### src/rtl/regbank_wb_arbiter.sv
// Writeback arbiter for a register bank fed by an ALU and a load unit, with a
// pending-write scoreboard used for decode hazard detection.
module regbank_wb_arbiter (
   input  logic        clk,
   input  logic        rst,
   input  logic        issueValid,
   input  logic [4:0]  issueDest,
   input  logic [4:0]  rsAddr,
   input  logic [4:0]  rtAddr,
   output logic        hazard,
   input  logic        aluValid,
   output logic        aluReady,
   input  logic [4:0]  aluReg,
   input  logic [31:0] aluData,
   input  logic        memValid,
   output logic        memReady,
   input  logic [4:0]  memReg,
   input  logic [31:0] memData,
   output logic        regWrite,
   output logic [4:0]  writeReg,
   output logic [31:0] writeData,
   output logic [31:0] busy,
   output logic [15:0] conflictCount
);

   typedef enum logic {GRANT_ALU = 1'b0, GRANT_MEM = 1'b1} grant_t;

   grant_t      last_grant;
   logic        grant_alu;
   logic        grant_mem;
   logic        transfer;
   logic [4:0]  sel_reg;
   logic [31:0] sel_data;
   logic [31:0] busy_next;

   // On a conflict the source that did not win last time gets the port.
   always_comb begin
      grant_alu = 1'b0;
      grant_mem = 1'b0;
      if (!rst) begin
         if (aluValid && memValid) begin
            grant_alu = (last_grant == GRANT_MEM);
            grant_mem = (last_grant == GRANT_ALU);
         end else begin
            grant_alu = aluValid;
            grant_mem = memValid;
         end
      end
   end

   always_comb begin
      aluReady = grant_alu;
      memReady = grant_mem;
      transfer = grant_alu | grant_mem;
      sel_reg  = grant_mem ? memReg  : aluReg;
      sel_data = grant_mem ? memData : aluData;
   end

   // Clear from the retiring write first so a same-edge issue wins.
   always_comb begin
      busy_next = busy;
      if (regWrite)
         busy_next[writeReg] = 1'b0;
      if (issueValid && (issueDest != 5'd0))
         busy_next[issueDest] = 1'b1;
      busy_next[0] = 1'b0;
   end

   always_comb begin
      hazard = busy[rsAddr] | busy[rtAddr];
   end

   always_ff @(posedge clk) begin
      if (rst) begin
         regWrite      <= 1'b0;
         writeReg      <= '0;
         writeData     <= '0;
         busy          <= '0;
         last_grant    <= GRANT_MEM;
         conflictCount <= '0;
      end else begin
         busy     <= busy_next;
         regWrite <= transfer && (sel_reg != 5'd0);
         if (transfer) begin
            writeReg   <= sel_reg;
            writeData  <= sel_data;
            last_grant <= grant_mem ? GRANT_MEM : GRANT_ALU;
         end
         if (aluValid && memValid && (conflictCount != '1))
            conflictCount <= conflictCount + 16'd1;
      end
   end

endmodule

### config.mk
export PLATFORM = sky130hd
export DESIGN_NAME = regbank_wb_arbiter
export DESIGN_NICKNAME = d
export VERILOG_FILES = /design/src/rtl/regbank_wb_arbiter.sv
export SDC_FILE = /design/constraint.sdc
export NUM_CORES = 1
export LEC_CHECK = 0
export ABC_AREA = 1
export CORE_MARGIN = 4
export CORE_UTILIZATION = 34
export CTS_BUF_LIST = sky130_fd_sc_hd__clkbuf_4
export CTS_CLUSTER_DIAMETER = 60
export CTS_CLUSTER_SIZE = 10
export DETAILED_ROUTE_END_ITERATION = 8
export PLACE_DENSITY = 0.73
export SETUP_SLACK_MARGIN = 0.02
export SYNTH_ARGS = -nofsm -noshare
export SYNTH_HDL_FRONTEND = slang
export SYNTH_SLANG_ARGS = --single-unit
### constraint.sdc
create_clock -name clk -period 2.11 [get_ports clk]
set_clock_uncertainty 0.15 [all_clocks]
set_input_delay 0.422 -clock clk [delete_from_list [all_inputs] [get_ports clk]]
set_output_delay 0.422 -clock clk [all_outputs]
set_load 0.01 [all_outputs]
==> qor.yml, run 1 <==
status: "complete, no violations"
grt_pass1_vias: 4842
grt_util_all_layers_pct: 20.08
cts_tree: "done"
wl_per_cell_um: 14.58
hold_depth: 4
seq_area_um2: 1777
placed_cells: 1053
die_y_um: 123.1
min_period_ps: 2073
hp-class: "in -> reg"
die_x_um: 123.1
critPathCaptureType: "output port"
drt_iter0_markers: 397
hold-path-endpoint: "writeData[1]"
place_ws_ps: -660.5
antenna_found_initial: 0
p_leak_uw: 0.002634
worst-path-max-fanout: 4
grt_pass1_wl_um: 24110
vias: 5327
critPathArrivalTime_ps: 1500
power_uw: 3369
route.detailed.drc: 0
netlist_area_um2: 4508
ys.flop_type: "dfxtp_1"
ant_nets: 0
cap_violations: 0
ys_warn_count: 0
start_util_pct: 35.15
postCtsHoldBufs: 0
slew_violations: 0
synth_edf_count: 0
cts_sinks: 86
synthTopCellsByArea: "dfxtp_1 (38%), nand2_1 (20%), nand3_1 (8.2%)"
yosysMostFrequentCell: "nand2_1"
ioPinCount: 183
multi_input_area_um2: 2434
dieArea_um2: 15160
netlist_instances: 694
core_um2: 12820
setup.reg_to_reg.worst_slack_ps: 370
synth.distinct_cells: 32
vias_per_cell: 4.969
drive_gt1_share_pct: 13.13
grt_max_degree: 67
hold_viol: 0
crit_type: "reg -> out"
nNetsFinal: 990
cts_max_path_buffers: 2
holdWs_ps: 143.0
relSlewSlack_pct: 51.39
clkTransAtPathRegs_ps: 130
first_pass_iters: 5
synthArstFlopShare_pct: 0
fin_crit_sh_pct: 98.23
start_kind: "flip-flop"
clk_latency_ps: 430
rr_endpoint: "conflictCount[2]"
num_rows: 41
n_fill_cell: 1287
dpl.hpwl_um: 11970
cp_data_required_time_ps: 1540
ctsHtreeMaxLevel: 3
instances_no_fill: 1072
setup_slack_ps: 37.33
ir_worst_vdd_mv: 0.2637
worstHoldStart: "rst"
area_growth_pct: 52.48
rr_startpoint: "conflictCount[1]"
yosysTopAreaCell: "dfxtp_1"
routed_wl_um: 15630
gr-total-overflow: 0
timing_worst_slew_pin_value_ps: 729.2
gp_congestion: 0.8976
cts_root_buf: "clkbuf_4"
yosysSeqAreaShare_pct: 38.19
synth_top_area_share_pct: 38.19
power-per-cell-area_nw_per_um2: 490.1
syn_area_per_cell_um2: 6.496
ys_top_cells_by_count: "nand2_1 (237), dfxtp_1 (86), nand3_1 (74), a21oi_1 (57), o21ai_0 (57)"
synth-seq-cells: 86
port-buffer-count: 181
rsz0062_at_grt: "yes"
max_freq_mhz: 482.5
cts_buffers: 9
synth_nets: 789
r2r_cells: 8
finalSetupViolCount: 0
==> report_power, final <==
part	switching (µW)	internal, µW
clock network	543	288
registers	55.1	1690
logic	378	415
total	976	2390
==> what timing repair did <==
action                                 CTS  global route
setup endpoints to repair                7            16
pin swaps                                0             7
gates resized for setup                 22            51
endpoints found under the hold margin    0             0
gates cloned                             0             1
buffers inserted                         1             1
==> metal layers <==
| layer | global-route usage (%) | share of wire (%) | wire length, µm |
|---|---|---|---|
| met1 | 23.77 | 40 | 6302 |
| met5 | 0 | 0 | 0 |
| met4 | 6.298 | 1.4 | 219 |
| met3 | 6.770 | 11 | 1649 |
| met2 | 34.25 | 48 | 7461 |
==> through the flow <==
stage	instance area (µm²)	util (%)	setup TNS, ps
5_1_grt	6872	53.58	-69.69
4_1_cts	6798	53.00	-182.5
3_3_place_gp	6674	52.04	-5742
6_report	6874	53.60	0
3_5_place_dp	6674	52.04	-6177
2_1_floorplan	4508	-	0
==> critical path, cell delays in order, from the launching register on <==
cell and delay [ps]:
dfxtp_4 390, inv_1 50, nand2_1 40, nand3_1 100, nand3_1 90, nand3_1 90
nand3_1 80, nand2_1 70, nand2_1 40, buf_2 130
==> registers in the layout, summed over array words and instances, names as in the netlist <==
register / cells
busy: 31
writeData: 32
last_grant: 1
conflictCount: 16
writeReg: 5
regWrite: 1
==> how the worst max path moves through the flow <==
| stage | startpoint | depth (start not counted) | to | slack [ps] |
|---|---|---|---|---|
| 3_5_place_dp | rtAddr[0] | 11 | hazard | -660 |
| 6_report | busy[25] | 9 | hazard | 40 |
| 4_1_cts | rsAddr[2] | 9 | hazard | -180 |
| 3_3_place_gp | rtAddr[0] | 11 | hazard | -650 |
| 2_1_floorplan | rsAddr[0] | 10 | hazard | 240 |
| 5_1_grt | busy[24] | 9 | hazard | -70 |
==> area by class of cell <==
| class | instances | share of cell area (%) |
|---|---|---|
| Multi-Input combinational cell | 520 | 35.40 |
| Timing Repair Buffer | 221 | 30.87 |
| Sequential cell | 86 | 25.85 |
| Inverter | 57 | 3.149 |
| Tap cell | 172 | 3.131 |
| Clock buffer | 13 | 1.420 |
| Clock inverter | 2 | 0.1456 |
| Antenna cell | 1 | 0.03640 |
==> cells by family after synthesis <==
logic type	after synthesis	synth area share [%]
AO/OA/AOI/OAI	153	18.18
XOR/XNOR	8	1.554
adder cells (fa/ha/maj)	1	0.2775
buffers and inverters	88	8.271
flip-flops	86	38.19
other	1	0.08318
AND/OR/NAND/NOR	357	33.44
==> layout by cell type, fill, tap and decap left out, types with 9 or more instances in the layout <==
master           count
a21oi_1             57
nand2_1            236
nor3_1              10
inv_2                9
buf_4               34
nand3_1             71
clkdlybuf4s50_1    169
nor2_1              22
o21ai_0             57
inv_1               46
clkbuf_4            13
a31oi_1             25
dfxtp_2             29
dfxtp_1             52
No activity file was read; power rests on OpenSTA's default activity.
==> inputs of run 2 (changes only) <==
- clock period: 2.11 -> 2.1 ns (I/O delays scaled with it)
==> run 2 against run 1 <==
The flow now finishes with violations (negative setup slack). Design area rose by 0.73%. Combinational power increased by 0.8%. Sequential cell count is the same. Global-route usage grew 0.44 points. Setup slack got worse by 98 ps. First-iteration DRC count is 12% lower. Sequential power hardly changed. Highest routed layer unchanged.
==> qor.yml, run 2 (same netlist as run 1, synthesis figures left out) <==
cts_max_path_buffers: 2  # unchanged
die_x_um: 123.1  # unchanged
setup_slack_ps: -60.59  # was 37.33 ps
max_freq_mhz: 462.8
antenna_found_initial: 1  # was 0
dieArea_um2: 15160  # unchanged
finalSetupViolCount: 1  # was 0
top_regs: "writeData: 32 flops, busy: 31 flops, conflictCount: 16 flops"  # unchanged
r2r_cells: 8  # unchanged
hold_viol: 0  # unchanged
vias: 5401  # was 5327
design_area_um2: 6924  # was 6874 µm²
clkTransAtPathRegs_ps: 140  # was 130 ps
critPathCaptureType: "output port"  # unchanged
gp_congestion: 0.8976  # unchanged
cp_data_required_time_ps: 1530  # was 1540 ps
grt_pass1_wl_um: 24740  # was 24110 µm
route.detailed.drc: 0  # unchanged
instances_no_fill: 1072  # unchanged
place_ws_ps: -694.9  # was -660.5 ps
vias_per_cell: 5.038  # was 4.969
min_period_ps: 2161
gr-total-overflow: 0  # unchanged
ir_worst_vdd_mv: 0.2870  # was 0.2637 mV
cts_root_buf: "clkbuf_4"  # unchanged
ctsHtreeMaxLevel: 3  # unchanged
dpl.hpwl_um: 11880  # was 11970 µm
grt_max_degree: 67  # unchanged
hp-class: "in -> reg"  # unchanged
grt_util_all_layers_pct: 20.52  # was 20.08%
routed_wl_um: 15550  # was 15630 µm
area_growth_pct: 53.59  # was 52.48%
regMostFlops: "writeData"  # unchanged
num_rows: 41  # unchanged
fin_crit_sh_pct: 102.9
ioPinCount: 183  # unchanged
layout_commonest_cell: "nand2_1"  # unchanged
final_cell_mix: "nand2_1 (236), clkdlybuf4s50_1 (162), nand3_1 (72), o21ai_0 (57), a21oi_1 (57)"  # was nand2_1 (236), clkdlybuf4s50_1 (169), nand3_1 (71), o21ai_0 (57), a21oi_1 (57)
hold_depth: 4  # unchanged
nNetsFinal: 988  # was 990
ant_nets: 0  # unchanged
cts_buffers: 9  # unchanged
core_um2: 12820  # unchanged
drt_iter0_markers: 351  # was 397
start_kind: "flip-flop"  # unchanged
status: "complete, but fails checks"  # was complete, no violations
cts_tree: "done"  # unchanged
drive_gt1_share_pct: 12.47  # was 13.13%
timing_worst_slew_pin_value_ps: 740.3  # was 729.2 ps
power_uw: 3524  # was 3369 µW
cts_sinks: 86  # unchanged
power-per-cell-area_nw_per_um2: 508.9  # was 490.1 nW/µm²
relSlewSlack_pct: 50.65  # was 51.39%
start_util_pct: 35.15  # unchanged
violations: "negative setup slack"
first_pass_iters: 5  # unchanged
n_fill_cell: 1279  # was 1287
grt_pass1_vias: 4990  # was 4842
rsz0062_at_grt: "yes"  # unchanged
postCtsHoldBufs: 0  # unchanged
crit_type: "reg -> out"  # unchanged
die_y_um: 123.1  # unchanged
cap_violations: 0  # unchanged
clk_latency_ps: 460  # was 430 ps
slew_violations: 0  # unchanged
largest_reg_flops: 32  # unchanged
p_leak_uw: 0.002712  # was 0.002634 µW
critPathArrivalTime_ps: 1590  # was 1500 ps
placed_cell_area_um2: 6684  # was 6674 µm²
port-buffer-count: 181  # unchanged
wl_per_cell_um: 14.50  # was 14.58 µm
worst-path-max-fanout: 2  # was 4
placed_cells: 1051  # was 1053
==> run 2: cell count changes in the layout (fill, tap and decap cells not counted), moves of 2 or more <==
cell             delta
dfxtp_4             -3
dlymetal6s2s_1      +3
buf_12              +2
dfxtp_2             +3
clkbuf_2            -3
clkdlybuf4s50_1     -7
buf_4               -4
dlygate4sd2_1       +6
clkdlybuf4s15_1     +2
==> run 2: path summary, 6_finish.rpt <==
path	endpoint	startpoint	slack (ps)
worst max-delay path	hazard	busy[15]	-60
worst min-delay path	writeData[2]	rst	120
worst max register to register	conflictCount[2]	conflictCount[0]	370
worst min register to register	writeData[31]	writeData[31]	320
==> run 2: cell type report <==
cell class / instances / area, µm² / share of cell area, %
Clock inverter: 4 / 47.55 / 0.6867
Sequential cell: 86 / 1769 / 25.55
Inverter: 57 / 216.5 / 3.126
Antenna cell: 2 / 5.005 / 0.07228
Timing Repair Buffer: 219 / 2152 / 31.08
Multi-Input combinational cell: 520 / 2429 / 35.07
Clock buffer: 12 / 90.09 / 1.301
Tap cell: 172 / 215.2 / 3.108
==> run 2: repair_timing <==
action | in CTS | in global routing
setup endpoints to repair | 16 | 26
resized for setup | 33 | 39
hold endpoints to repair | 0 | 0
setup buffers | 3 | 0
pin swaps | 0 | 9
==> run 2: worst max-delay path, stage by stage (launching register included) <==
cell	delay, ps
dfxtp_4	390
or2_4	220
nand2_1	60
nand3_1	60
nand3_1	80
nand3_1	80
nand2_1	60
nand2_1	50
buf_2	130
==> run 2: stage by stage <==
step	setup TNS [ps]	hold WS (ps)	util, %
after detailed placement	-6918	303.8	52.12
final	-60.59	122.1	53.99
after CTS	-130.7	86.75	53.41
after global placement	-6518	300.6	52.12
after global routing	-126.9	122.2	53.97
after floorplan	0	320.2	-
==> run 2: report_power, final <==
| group | total (µW) | switching, µW | internal (µW) | leakage, µW |
|---|---|---|---|---|
| Clock | 966 | 566 | 400 | 0.0000773 |
| Combinational | 799 | 379 | 420 | 0.00192 |
| Sequential | 1760 | 55.7 | 1700 | 0.000718 |
==> run 2: routing by layer <==
| layer | track usage, % | up-vias | wire [µm] |
|---|---|---|---|
| met3 | 7.228 | 18 | 1508 |
| met1 | 24.53 | 2471 | 6404 |
| met5 | 0 | - | 0 |
| met2 | 34.05 | 217 | 7383 |
| met4 | 7.336 | 0 | 251 |
| li1 | - | 2695 | - |
==> inputs of run 3 (changes only) <==
- CORE_UTILIZATION: 34 -> 41
- PLACE_DENSITY: 0.73 -> 0.84
==> run 3 against run 2 <==
Maximum frequency rose by 2.0%. Design area decreased by 0.61%. Clock power is 11% higher. Critical path depth unchanged. Core utilization up 9.8 points. Critical path type unchanged. Largest cell class unchanged. The run still ends with negative setup slack left. Global-route usage up 2.2 points. Non-clock buffer count up 1. Final cell count decreased by 3.1%. Via count is 1.3% lower. Total power grew 3.1%. Register-to-register slack got worse by 60 ps.
==> qor.yml, run 3 (same netlist as run 1, synthesis figures left out) <==
hp-class: "in -> reg"  # unchanged
swShare_pct: 28.05  # was 28.40%
setup.reg_to_reg.worst_slack_ps: 310  # was 370 ps
regMostFlops: "writeData"  # unchanged
place_ws_ps: -777.0  # was -694.9 ps
min_period_ps: 2119  # was 2161 ps
cts_sinks: 86  # unchanged
top_regs: "writeData: 32 flops, busy: 31 flops, conflictCount: 16 flops"  # unchanged
relSlewSlack_pct: 53.35  # was 50.65%
critPathCaptureType: "output port"  # unchanged
hold_viol: 0  # unchanged
ir_worst_vdd_mv: 0.3270  # was 0.2870 mV
globalRoute.busiestLayer: "met2"  # unchanged
diodes: 0  # was 2
rr_startpoint: "conflictCount[1]"  # was conflictCount[0]
wl_per_cell_um: 14.36  # was 14.50 µm
grt_pass1_wl_um: 23860  # was 24740 µm
violations: "negative setup slack"  # unchanged
cts_buffers: 9  # unchanged
status: "complete, but fails checks"  # unchanged
die_x_um: 112.9  # was 123.1 µm
rr_endpoint: "conflictCount[15]"  # was conflictCount[2]
dpl.hpwl_um: 11530  # was 11880 µm
drt_iter0_markers: 544  # was 351
first_pass_iters: 6  # was 5
ant_nets: 0  # unchanged
hold_depth: 3  # was 4
antenna_found_initial: 0  # was 1
power_frac_comb_pct: 22.0  # was 22.7%
core_um2: 10790  # was 12820 µm²
clkTransAtPathRegs_ps: 150  # was 140 ps
clk_latency_ps: 430  # was 460 ps
worstHoldStart: "memValid"  # was rst
ioPinCount: 183  # unchanged
grt_pass1_vias: 5009  # was 4990
final_cell_mix: "nand2_1 (236), clkdlybuf4s50_1 (169), nand3_1 (71)"  # was nand2_1 (236), clkdlybuf4s50_1 (162), nand3_1 (72), o21ai_0 (57), a21oi_1 (57)
timing_worst_slew_pin_value_ps: 699.7  # was 740.3 ps
slew_violations: 0  # unchanged
gr-total-overflow: 0  # unchanged
use_met1_pct: 26.61  # was 24.53%
die_y_um: 112.9  # was 123.1 µm
worst-path-max-fanout: 4  # was 2
power.switching_uw: 1019  # was 1001 µW
fin_crit_sh_pct: 100.9  # was 102.9%
slowest_delay_ps: 390  # about the same
p_leak_uw: 0.002648  # was 0.002712 µW
crit_type: "reg -> out"  # unchanged
crit_slowest_cell: "dfxtp_4"  # unchanged
vias: 5329  # was 5401
max_freq_mhz: 472.0  # was 462.8 MHz
final_core_util_pct: 63.76  # was 53.99%
cts_root_buf: "clkbuf_4"  # unchanged
area_growth_pct: 52.65  # was 53.59%
largest_reg_flops: 32  # unchanged
cts_max_path_buffers: 2  # unchanged
port-buffer-count: 181  # unchanged
cts_tree: "done"  # unchanged
critPathArrivalTime_ps: 1550  # was 1590 ps
power-per-cell-area_nw_per_um2: 527.8  # was 508.9 nW/µm²
crit_start: "busy[15]"  # unchanged
use_met3_pct: 6.257  # was 7.228%
n_fill_cell: 942  # was 1279
num_rows: 38  # was 41
ctsHtreeMaxLevel: 3  # unchanged
nNetsFinal: 989  # was 988
grt_max_degree: 67  # unchanged
vias_per_cell: 5.129  # was 5.038
start_kind: "flip-flop"  # unchanged
setup_slack_ps: -18.78  # was -60.59 ps
layout_commonest_cell: "nand2_1"  # unchanged
start_util_pct: 41.77  # was 35.15%
drive_gt1_share_pct: 12.12  # was 12.47%
grtUsageMet2_pct: 40.01  # was 34.05%
p_int_uw: 2613  # was 2523 µW
cap_violations: 0  # unchanged
path_common_cell: "nand3_2"
grt_util_all_layers_pct: 22.74  # was 20.52%
routed_wl_um: 14920  # was 15550 µm
cp_data_required_time_ps: 1530  # about the same
r2r_cells: 8  # unchanged
rsz0062_at_grt: "yes"  # unchanged
p_seq_share_pct: 48.4  # was 49.9%
route.detailed.drc: 0  # unchanged
gp_congestion: 0.9772  # was 0.8976
dieArea_um2: 12740  # was 15160 µm²
finalSetupViolCount: 1  # unchanged
power_frac_clock_pct: 29.6  # was 27.4%
crit_chain: "or2_4, nand2_2, nand3_2, nand3_2, nand3_2, nand2_1, nand2_1, buf_2"  # was or2_4, nand2_1, nand3_1, nand3_1, nand3_1, nand2_1, nand2_1, buf_2
hold-path-endpoint: "last_grant"  # was writeData[2]
## run 3: changes by cell type in the layout (fill, tap and decap cells not counted), moves of 2 or more
cell,before,now
dfxtp_2,32,28
dfxtp_1,52,57
dlymetal6s2s_1,5,2
dlygate4sd2_1,10,6
diode_2,2,0
clkbuf_4,12,9
clkinv_2,2,0
buf_12,4,2
clkdlybuf4s50_1,162,169
clkinv_4,0,2
buf_4,30,32
## run 3: power groups by stage
stage	Combinational [µW]	Clock [µW]	Sequential [µW]
2_1_floorplan	305	0	1810
3_3_place_gp	786	0	1790
3_5_place_dp	795	0	1790
4_1_cts	795	1100	1760
5_1_grt	870	1180	1770
6_report	801	1070	1760
## run 3: worst max-delay path by stage
stage | cells past startpoint | endpoint
6_report | 8 | hazard
5_1_grt | 8 | hazard
4_1_cts | 8 | hazard
3_5_place_dp | 11 | hazard
3_3_place_gp | 11 | hazard
2_1_floorplan | 10 | hazard
## run 3: critical path, delay by kind of cell, from the launching register on
| family | cells | cell delay, ps |
|---|---|---|
| buffers and inverters | 1 | 130 |
| flip-flops | 1 | 390 |
| AND/OR/NAND/NOR | 7 | 590 |
## run 3: stage by stage
step	std cells	TNS [ps]	hold WS [ps]	total power [µW]	cell area, µm²
finish	1039	-18.78	208.5	3632	6882
global route	1039	-129.6	196.3	3817	6882
CTS	1038	-87.05	296.8	3656	6817
detailed placement	1022	-7634	304.5	2585	6641
global placement	1022	-7093	299.3	2574	6641
floorplan	694	0	320.2	2119	4508
## run 3: layout make-up
type	count	area [µm²]	share of cell area (%)
clock buffer	9	67.56	0.9818
clock inverter	7	97.59	1.418
inverter	57	216.5	3.145
sequential	86	1760	25.58
multi-input combinational	520	2434	35.36
tap	140	175.2	2.545
timing repair buffer	220	2131	30.96
## run 3: what timing repair did
item	4_1_cts	5_1_grt
setup endpoints to repair	9	16
gates resized for setup	29	35
buffers inserted	0	1
pin swaps	1	3
hold buffers	0	0
## run 3: metal layers
layer	wire length (µm)	vias to the layer above
li1	-	2691
met2	7258	254
met4	245	0
met3	1520	18
met1	5895	2366
met5	0	-
